--- config.mk ---
export PLATFORM = sky130hd
export DESIGN_NAME = vc_rr_scheduler
export DESIGN_NICKNAME = d
export VERILOG_FILES = /design/src/rtl/vc_rr_scheduler.sv
export SDC_FILE = /design/constraint.sdc
export NUM_CORES = 1
export LEC_CHECK = 0
export ABC_AREA = 1
export BUFFER_PORTS_ARGS = -buffer_cell sky130_fd_sc_hd__buf_2
export CELL_PAD_IN_SITES_DETAIL_PLACEMENT = 1
export CELL_PAD_IN_SITES_GLOBAL_PLACEMENT = 2
export CORE_ASPECT_RATIO = 1.2
export CORE_MARGIN = 2
export CORE_UTILIZATION = 30
export CTS_CLUSTER_SIZE = 20
export DETAILED_ROUTE_END_ITERATION = 8
export PLACE_DENSITY = 0.93
export SETUP_SLACK_MARGIN = 0.4
export SYNTH_ARGS = -nofsm -noshare
export SYNTH_HDL_FRONTEND = slang
export SYNTH_SLANG_ARGS = --single-unit
--- constraint.sdc ---
create_clock -name clk -period 7.6 [get_ports clk]
set_clock_uncertainty 0.05 [all_clocks]
set_input_delay 1.52 -clock clk [delete_from_list [all_inputs] [get_ports clk]]
set_output_delay 1.52 -clock clk [all_outputs]
set_load 0.03 [all_outputs]
--- src/rtl/vc_rr_scheduler.sv ---
// rtl/vc_rr_scheduler.sv - round-robin scheduler moving TLP words from four input VC FIFOs to four destination FIFOs
module vc_rr_scheduler #(
  parameter int DATA_WIDTH = 10,
  parameter int CNT_WIDTH  = 8
) (
  input  logic                  clk,
  input  logic                  reset,
  input  logic                  enable,
  input  logic [3:0]            pause,
  input  logic [3:0]            fifo_empty,
  input  logic [DATA_WIDTH-1:0] data_in0,
  input  logic [DATA_WIDTH-1:0] data_in1,
  input  logic [DATA_WIDTH-1:0] data_in2,
  input  logic [DATA_WIDTH-1:0] data_in3,
  output logic [3:0]            pop,
  output logic [3:0]            push,
  output logic [DATA_WIDTH-1:0] data_out,
  output logic [1:0]            grant_id,
  output logic                  idle,
  output logic                  stall,
  output logic [CNT_WIDTH-1:0]  grant_cnt0,
  output logic [CNT_WIDTH-1:0]  grant_cnt1,
  output logic [CNT_WIDTH-1:0]  grant_cnt2,
  output logic [CNT_WIDTH-1:0]  grant_cnt3
);

  localparam logic [1:0] ST_OFF   = 2'd0;
  localparam logic [1:0] ST_RUN   = 2'd1;
  localparam logic [1:0] ST_STALL = 2'd2;

  localparam logic [CNT_WIDTH-1:0] CNT_MAX = {CNT_WIDTH{1'b1}};
  localparam logic [CNT_WIDTH-1:0] CNT_ONE = {{(CNT_WIDTH-1){1'b0}}, 1'b1};

  logic [1:0]            state_q, state_d;
  logic [1:0]            rr_ptr_q, rr_ptr_d;
  logic [3:0]            push_q, push_d;
  logic [DATA_WIDTH-1:0] data_out_q, data_out_d;
  logic [1:0]            grant_id_q, grant_id_d;
  logic [CNT_WIDTH-1:0]  cnt_q [4];
  logic [CNT_WIDTH-1:0]  cnt_d [4];

  logic [DATA_WIDTH-1:0] head [4];
  logic [1:0]            dest [4];
  logic [3:0]            ready;
  logic [3:0]            elig;
  logic                  gnt_valid;
  logic [1:0]            gnt_idx;
  logic [1:0]            idx;
  logic                  has_data;
  logic                  any_ready;

  assign head[0] = data_in0;
  assign head[1] = data_in1;
  assign head[2] = data_in2;
  assign head[3] = data_in3;

  // Per-input destination decode and eligibility; ready ignores state so STALL can see unpaused work
  always_comb begin
    for (int i = 0; i < 4; i++) begin
      dest[i]  = head[i][DATA_WIDTH-1 -: 2];
      ready[i] = !fifo_empty[i] && !pause[dest[i]];
      elig[i]  = ready[i] && (state_q == ST_RUN);
    end
    has_data  = (fifo_empty != 4'hF);
    any_ready = |ready;
  end

  // Round-robin search starting at rr_ptr; first eligible input wins and is popped this cycle
  always_comb begin
    gnt_valid = 1'b0;
    gnt_idx   = 2'd0;
    idx       = 2'd0;
    for (int k = 0; k < 4; k++) begin
      idx = rr_ptr_q + 2'(k);
      if (!gnt_valid && elig[idx]) begin
        gnt_valid = 1'b1;
        gnt_idx   = idx;
      end
    end
    pop = gnt_valid ? (4'b0001 << gnt_idx) : 4'b0000;
  end

  // Run/stall/off control; disabling wins over every other transition
  always_comb begin
    state_d = state_q;
    case (state_q)
      ST_OFF: begin
        if (enable) state_d = ST_RUN;
      end
      ST_RUN: begin
        if (!enable)                     state_d = ST_OFF;
        else if (has_data && !any_ready) state_d = ST_STALL;
      end
      ST_STALL: begin
        if (!enable)                     state_d = ST_OFF;
        else if (any_ready || !has_data) state_d = ST_RUN;
      end
      default: state_d = ST_OFF;
    endcase
  end

  // Next-cycle push of the granted word, pointer advance and saturating per-input counters
  always_comb begin
    push_d     = 4'b0000;
    data_out_d = data_out_q;
    grant_id_d = grant_id_q;
    rr_ptr_d   = rr_ptr_q;
    for (int i = 0; i < 4; i++) cnt_d[i] = cnt_q[i];
    if (gnt_valid) begin
      push_d     = 4'b0001 << dest[gnt_idx];
      data_out_d = head[gnt_idx];
      grant_id_d = gnt_idx;
      rr_ptr_d   = gnt_idx + 2'd1;
      if (cnt_q[gnt_idx] != CNT_MAX) cnt_d[gnt_idx] = cnt_q[gnt_idx] + CNT_ONE;
    end
  end

  // State registers; reset drops any in-flight word
  always_ff @(posedge clk or negedge reset) begin
    if (!reset) begin
      state_q    <= ST_OFF;
      rr_ptr_q   <= 2'd0;
      push_q     <= 4'b0000;
      data_out_q <= '0;
      grant_id_q <= 2'd0;
      for (int i = 0; i < 4; i++) cnt_q[i] <= '0;
    end else begin
      state_q    <= state_d;
      rr_ptr_q   <= rr_ptr_d;
      push_q     <= push_d;
      data_out_q <= data_out_d;
      grant_id_q <= grant_id_d;
      for (int i = 0; i < 4; i++) cnt_q[i] <= cnt_d[i];
    end
  end

  assign push       = push_q;
  assign data_out   = data_out_q;
  assign grant_id   = grant_id_q;
  assign stall      = (state_q == ST_STALL);
  assign idle       = (fifo_empty == 4'hF) && (push_q == 4'b0000);
  assign grant_cnt0 = cnt_q[0];
  assign grant_cnt1 = cnt_q[1];
  assign grant_cnt2 = cnt_q[2];
  assign grant_cnt3 = cnt_q[3];

endmodule

==> results of run 1 <==
==> path summary, 6_finish.rpt <==
kind	end	cells after the start	slack, ps	start
worst max-delay path	pop[3]	15	1770	data_in1[8]
worst min-delay path	grant_id[0]	2	430	grant_id[0]
worst max register to register	grant_cnt1[3]	15	3690	rr_ptr_q[0]
worst min register to register	grant_id[0]	2	430	grant_id[0]
max in group asynchronous	grant_cnt1[5]	2	5720	reset
min in group asynchronous	push[3]	2	1290	reset
==> final cells by class <==
type / instances / area, sq um / area share (%)
Tap cell: 154 / 192.7 / 4.608
Clock buffer: 7 / 142.6 / 3.411
Inverter: 62 / 232.7 / 5.566
Timing Repair Buffer: 105 / 528.0 / 12.63
Multi-Input combinational cell: 343 / 1777 / 42.49
Clock inverter: 1 / 7.507 / 0.1795
Sequential cell: 52 / 1301 / 31.12
==> metal layers <==
metal	track usage, %	up-vias
li1	-	1721
met1	24.46	1732
met2	34.13	54
met3	2.419	13
met4	6.926	0
met5	0	-
==> per-stage QoR <==
stage | instances | hold WS [ps]
6_report | 724 | 434.7
5_1_grt | 724 | 472.4
4_1_cts | 724 | 440.7
3_5_place_dp | 716 | 421.6
3_3_place_gp | 716 | 410.9
2_1_floorplan | 474 | 487.8
==> cells by family after synthesis <==
kind of cell	count (synthesis)	share of synthesized area, %
buffers and inverters	79	10.45
AO/OA/AOI/OAI	51	8.700
XOR/XNOR	4	1.238
AND/OR/NAND/NOR	275	37.60
adder cells (fa/ha/maj)	5	1.820
multiplexers	8	2.330
flip-flops	52	37.86
==> state kept, by name, summed over array words and instances (netlist names) <==
name / cells
state_q: 2
grant_cnt1: 8
data_out: 10
grant_id: 2
grant_cnt0: 8
push: 4
grant_cnt3: 8
rr_ptr_q: 2
grant_cnt2: 8
==> worst register-to-register path: stages (launching register included) <==
cell	delay (ps)
dfrtp_1	580
inv_2	150
nand4_1	150
nand2_1	140
o21ai_1	220
nand4_4	360
nand3_4	600
nand2_1	110
nand3_1	90
nand2_1	210
ha_1	310
nand3_2	130
inv_2	90
a21oi_1	450
nand2_1	110
nand2_1	90
==> cells in the final DEF, fill, tap and decap left out, types with 2 or more instances in the layout <==
master	netlist	final
nand3_4	2	2
dfrtp_1	52	52
nand2_2	13	13
clkbuf_16	0	5
nand3_1	32	32
o21ai_1	15	15
ha_1	5	5
nand3_2	4	4
o21ai_0	14	14
nor3_1	3	3
o211ai_1	4	4
a21boi_1	2	2
o221ai_1	3	3
a21oi_1	6	6
o21a_1	3	3
buf_2	5	104
a31oi_1	2	2
nand2_4	4	4
nand2_1	165	165
mux2i_1	8	8
xnor2_1	3	3
inv_2	9	9
inv_1	53	53
nor2_4	2	2
nand4_1	23	23
nor2_1	22	22
==> flow_metrics.tcl, run 1 <==
set metrics [dict create \
    place_congestion 0.8313 \
    fin_ws_ps 1772 \
    relSlewSlack_pct 52.67 \
    cts_tree "done" \
    rsz0062_at_grt "no" \
    worstSetupPathType "in -> out" \
    ctsResizeCount 0 \
    endpoint_kind "output pin" \
    utilization_pct 37.71 \
    ctsHoldBuffers 0 \
    critPathRequiredTime_ps 6030 \
    grt_max_degree 53 \
    cts-root-buf "clkbuf_16" \
    synth_top_flop_cell "dfrtp_1" \
    antenna_cells 0 \
    ant_nets 0 \
    wl_met1_um 4888 \
    port_buffers 104 \
    antenna_found_initial 0 \
    final_nets 625 \
    synth_edf_count 0 \
    max_freq_mhz 171.6 \
    drv_cap 0 \
    setup_viol 0 \
    tightest_slew_ps 709.9 \
    yosys_warnings 0 \
    yosys.area.top_type "dfrtp_1" \
    grt_pass1_wl_um 18960 \
    hold_class "reg -> reg" \
    vias_per_cell 4.862 \
    syn_nets 530 \
    slowest_delay_ps 510 \
    tns_ps 0 \
    synthArstFlopShare_pct 100.0 \
    crit_path_top_delay_cell "nand3_4" \
    htreeDepth 2 \
    synth_commonest_cells "nand2_1 (165), inv_1 (53), dfrtp_1 (52), nand3_1 (32), nand4_1 (23)" \
    synthTopCellsByArea "dfrtp_1 (38%), nand2_1 (18%), inv_1 (5.8%)" \
    wl_met3_um 288 \
    wl_per_cell_um 15.84 \
    totalWireLength_um 11470 \
    synthDistinctLibCells 37 \
    firstDrtPassIters 4 \
    core_sq_um 11090 \
    synth.most_common_cell "nand2_1" \
    die-area_sq_um 12330 \
    cp_max_fo 45 \
    syn_inst 474 \
    pre_cts_ws_ps 1765 \
    cts_buffer_depth 2 \
    area_growth_pct 21.66 \
    clk_pin_slew_ps 70 \
    numCtsBuffers 5 \
    finalMaxSlewViolations 0 \
    clk_latency_ps 300 \
    row_count 42 \
    hold_violations 0 \
    grt_pass1_vias 3720 \
    dpl.hpwl_um 8918 \
    dr.max_layer_used "met4" \
    n_fill_cell 1413 \
    status "complete, no violations" \
    drive_above_1_share_pct 26.32 \
    cts_sinks 52 \
    die_width_um 101.7 \
    cts_setup_buffers 0 \
    post-route-period-util_pct 76.69 \
    dpl-instance-area_sq_um 4031 \
    vias 3520 \
    drcViolationCount 0 \
    finalInstanceArea_sq_um 4182 \
    wl_met2_um 6049 \
    syn_avg_cell_area_sq_um 7.251 \
    final.min_clock_period_ps 5828 \
    worstPathBufferInverterCount 5 \
    critPathTopFamily "simple AND/OR/NAND/NOR gates" \
    grt.total_usage_pct 19.55 \
    synth_top_area_share_pct 37.86 \
    grt-ovfl-total 0 \
    crit_chain "buf_2 > inv_1 > nand2_1 > nand3_1 > nand2_1 > nand4_1 > nand3_2 > nand2_4 > nand4_4 > nand3_4 > inv_2 > ha_1 > inv_1 > nor2_1 > buf_2" \
    io_pins 105 \
    start_kind "input pin" \
    critical_path_arrival_ps 4260 \
    ys_seq_area_share_pct 37.86 \
    synth-seq-cells 52 \
    initial_utilization_pct 31.00 \
    die_h_um 121.3 \
    drtIter0Drc 125 \
    syn_area_sq_um 3437 \
]
Power of run 1 is not shown: default switching activity piles up to over one toggle a cycle in this logic, so the estimate is an artifact.
==> run 2: changes to the inputs <==
--- a/config.mk
+++ b/config.mk
@@ -11,10 +11,10 @@
 export CELL_PAD_IN_SITES_GLOBAL_PLACEMENT = 2
 export CORE_ASPECT_RATIO = 1.2
 export CORE_MARGIN = 2
-export CORE_UTILIZATION = 30
+export CORE_UTILIZATION = 25
 export CTS_CLUSTER_SIZE = 20
 export DETAILED_ROUTE_END_ITERATION = 8
-export PLACE_DENSITY = 0.93
+export PLACE_DENSITY = 0.84
 export SETUP_SLACK_MARGIN = 0.4
 export SYNTH_ARGS = -nofsm -noshare
 export SYNTH_HDL_FRONTEND = slang
==> constraint.sdc (replaced) <==
create_clock -name clk -period 5.1 [get_ports clk]
set_clock_uncertainty 0.05 [all_clocks]
set_input_delay 1.02 -clock clk [delete_from_list [all_inputs] [get_ports clk]]
set_output_delay 1.02 -clock clk [all_outputs]
set_load 0.03 [all_outputs]
==> run 2 against run 1 <==
Against the previous run:
- final cell count is 2.5% higher
- global-route usage down 3.3 points
- register-to-register slack lost 2300 ps
- clock-buffer cell count fell by 1
- hold slack worse by 1.0 ps
- sequential share of layout area shrank 0.47 points
- non-clock buffer count is 3 higher
- first-iteration DRC count fell by 4.8%
- setup slack got worse by 1000 ps
- critical endpoint unchanged
==> flow_metrics.tcl, run 2 (synthesis gave the netlist of run 1 again) <==
set metrics [dict create \
    status "complete, no violations" \
    ant_nets 0 \
    tns_ps 0 \
    dr.max_layer_used "met4" \
    hold_violations 0 \
    max_freq_mhz 229.7 \
    cts_sinks 52 \
    area_growth_pct 23.52 \
    r2r_start "rr_ptr_q[0]" \
    grt.total_usage_pct 16.29 \
    cts_tree "done" \
    post-route-period-util_pct 85.37 \
    grt_max_degree 53 \
    wl_met1_um 5097 \
    wl_met3_um 261 \
    dpl.hpwl_um 9175 \
    drcViolationCount 0 \
    cp_max_fo 17 \
    cts_buffer_depth 2 \
    grt_pass1_wl_um 19490 \
    final_common_cell "nand2_1" \
    die_width_um 111.0 \
    wl_met2_um 6211 \
    core_sq_um 13350 \
    ctsHoldBuffers 0 \
    crit_start "data_in1[8]" \
    largest_reg_flops 10 \
    tightest_slew_ps 700.6 \
    antenna_cells 0 \
    htreeDepth 2 \
    clk_latency_ps 290 \
    rsz0062_at_grt "no" \
    setup_viol 0 \
    finalMaxSlewViolations 0 \
    vias_per_cell 4.783 \
    clk_pin_slew_ps 70 \
    row_count 46 \
    hp-start "grant_id[1]" \
    drtIter0Drc 119 \
    initial_utilization_pct 25.74 \
    critical_path_arrival_ps 3280 \
    relSlewSlack_pct 53.29 \
    critPathRequiredTime_ps 4030 \
    grt_pass1_vias 3825 \
    hold_class "reg -> reg" \
    grt-ovfl-total 0 \
    die-area_sq_um 14710 \
    final_nets 629 \
    die_h_um 132.4 \
    firstDrtPassIters 4 \
    wl_per_cell_um 16.13 \
    drive_above_1_share_pct 26.83 \
    vias 3549 \
    start_kind "input pin" \
    cts-root-buf "clkbuf_16" \
    port_buffers 104 \
    antenna_found_initial 0 \
    final_cell_mix "nand2_1 (165), buf_2 (104), inv_1 (53)" \
    final.min_clock_period_ps 4354 \
    endpoint_kind "output pin" \
    place_congestion 0.7987 \
    totalWireLength_um 11970 \
    numCtsBuffers 5 \
    drv_cap 0 \
    io_pins 105 \
    ctsResizeCount 0 \
    cts_setup_buffers 0 \
    worstSetupPathType "in -> out" \
]
run 2: per-layer routing:
metal | up-vias | global-route usage, %
li1 | 1724 | -
met1 | 1738 | 19.01
met2 | 66 | 29.82
met3 | 21 | 2.061
met4 | 0 | 7.202
met5 | - | 0
run 2: through the flow:
stage / area [sq um] / setup WS (ps) / hold WS (ps) / utilization [%] / instances
6_report: 4245 / 746.0 / 433.7 / 31.79 / 742
2_1_floorplan: 3437 / 942.1 / 487.8 / - / 474
5_1_grt: 4245 / 440.6 / 475.8 / 31.79 / 742
3_3_place_gp: 4071 / 703.4 / 411.4 / 30.49 / 733
4_1_cts: 4235 / 566.5 / 438.3 / 31.72 / 741
3_5_place_dp: 4071 / 586.9 / 418.8 / 30.49 / 733
run 2: area by class of cell:
cell class / count / area (sq um)
Sequential cell: 52 / 1301
Tap cell: 168 / 210.2
Clock buffer: 6 / 128.9
Fill cell: 1741 / 9107
Multi-Input combinational cell: 344 / 1787
Clock inverter: 2 / 35.03
Timing Repair Buffer: 108 / 550.5
Inverter: 62 / 232.7
run 2: path summary, 6_finish.rpt:
check                                     end  slack, ps  depth (start not counted)
worst max-delay path                   pop[3]        750                         18
worst min-delay path              grant_id[1]        430                          2
worst max register to register  grant_cnt0[4]       1360                         18
worst min register to register    grant_id[1]        430                          2
max in group asynchronous       grant_cnt0[5]       3730                          2
min in group asynchronous             push[3]        800                          2
run 2: worst max-delay path: stages:
cell	delay, ps
buf_2	110
inv_1	80
nand2_1	60
nand3_1	60
nand2_1	90
nand4_1	110
nand2_1	120
nand2_1	100
nand2_2	90
nand2_4	80
nand2_2	60
nand2_4	200
nand3_4	200
inv_2	200
ha_1	180
inv_1	40
nor2_1	210
buf_2	250
Power of run 2 is left out for the same reason.
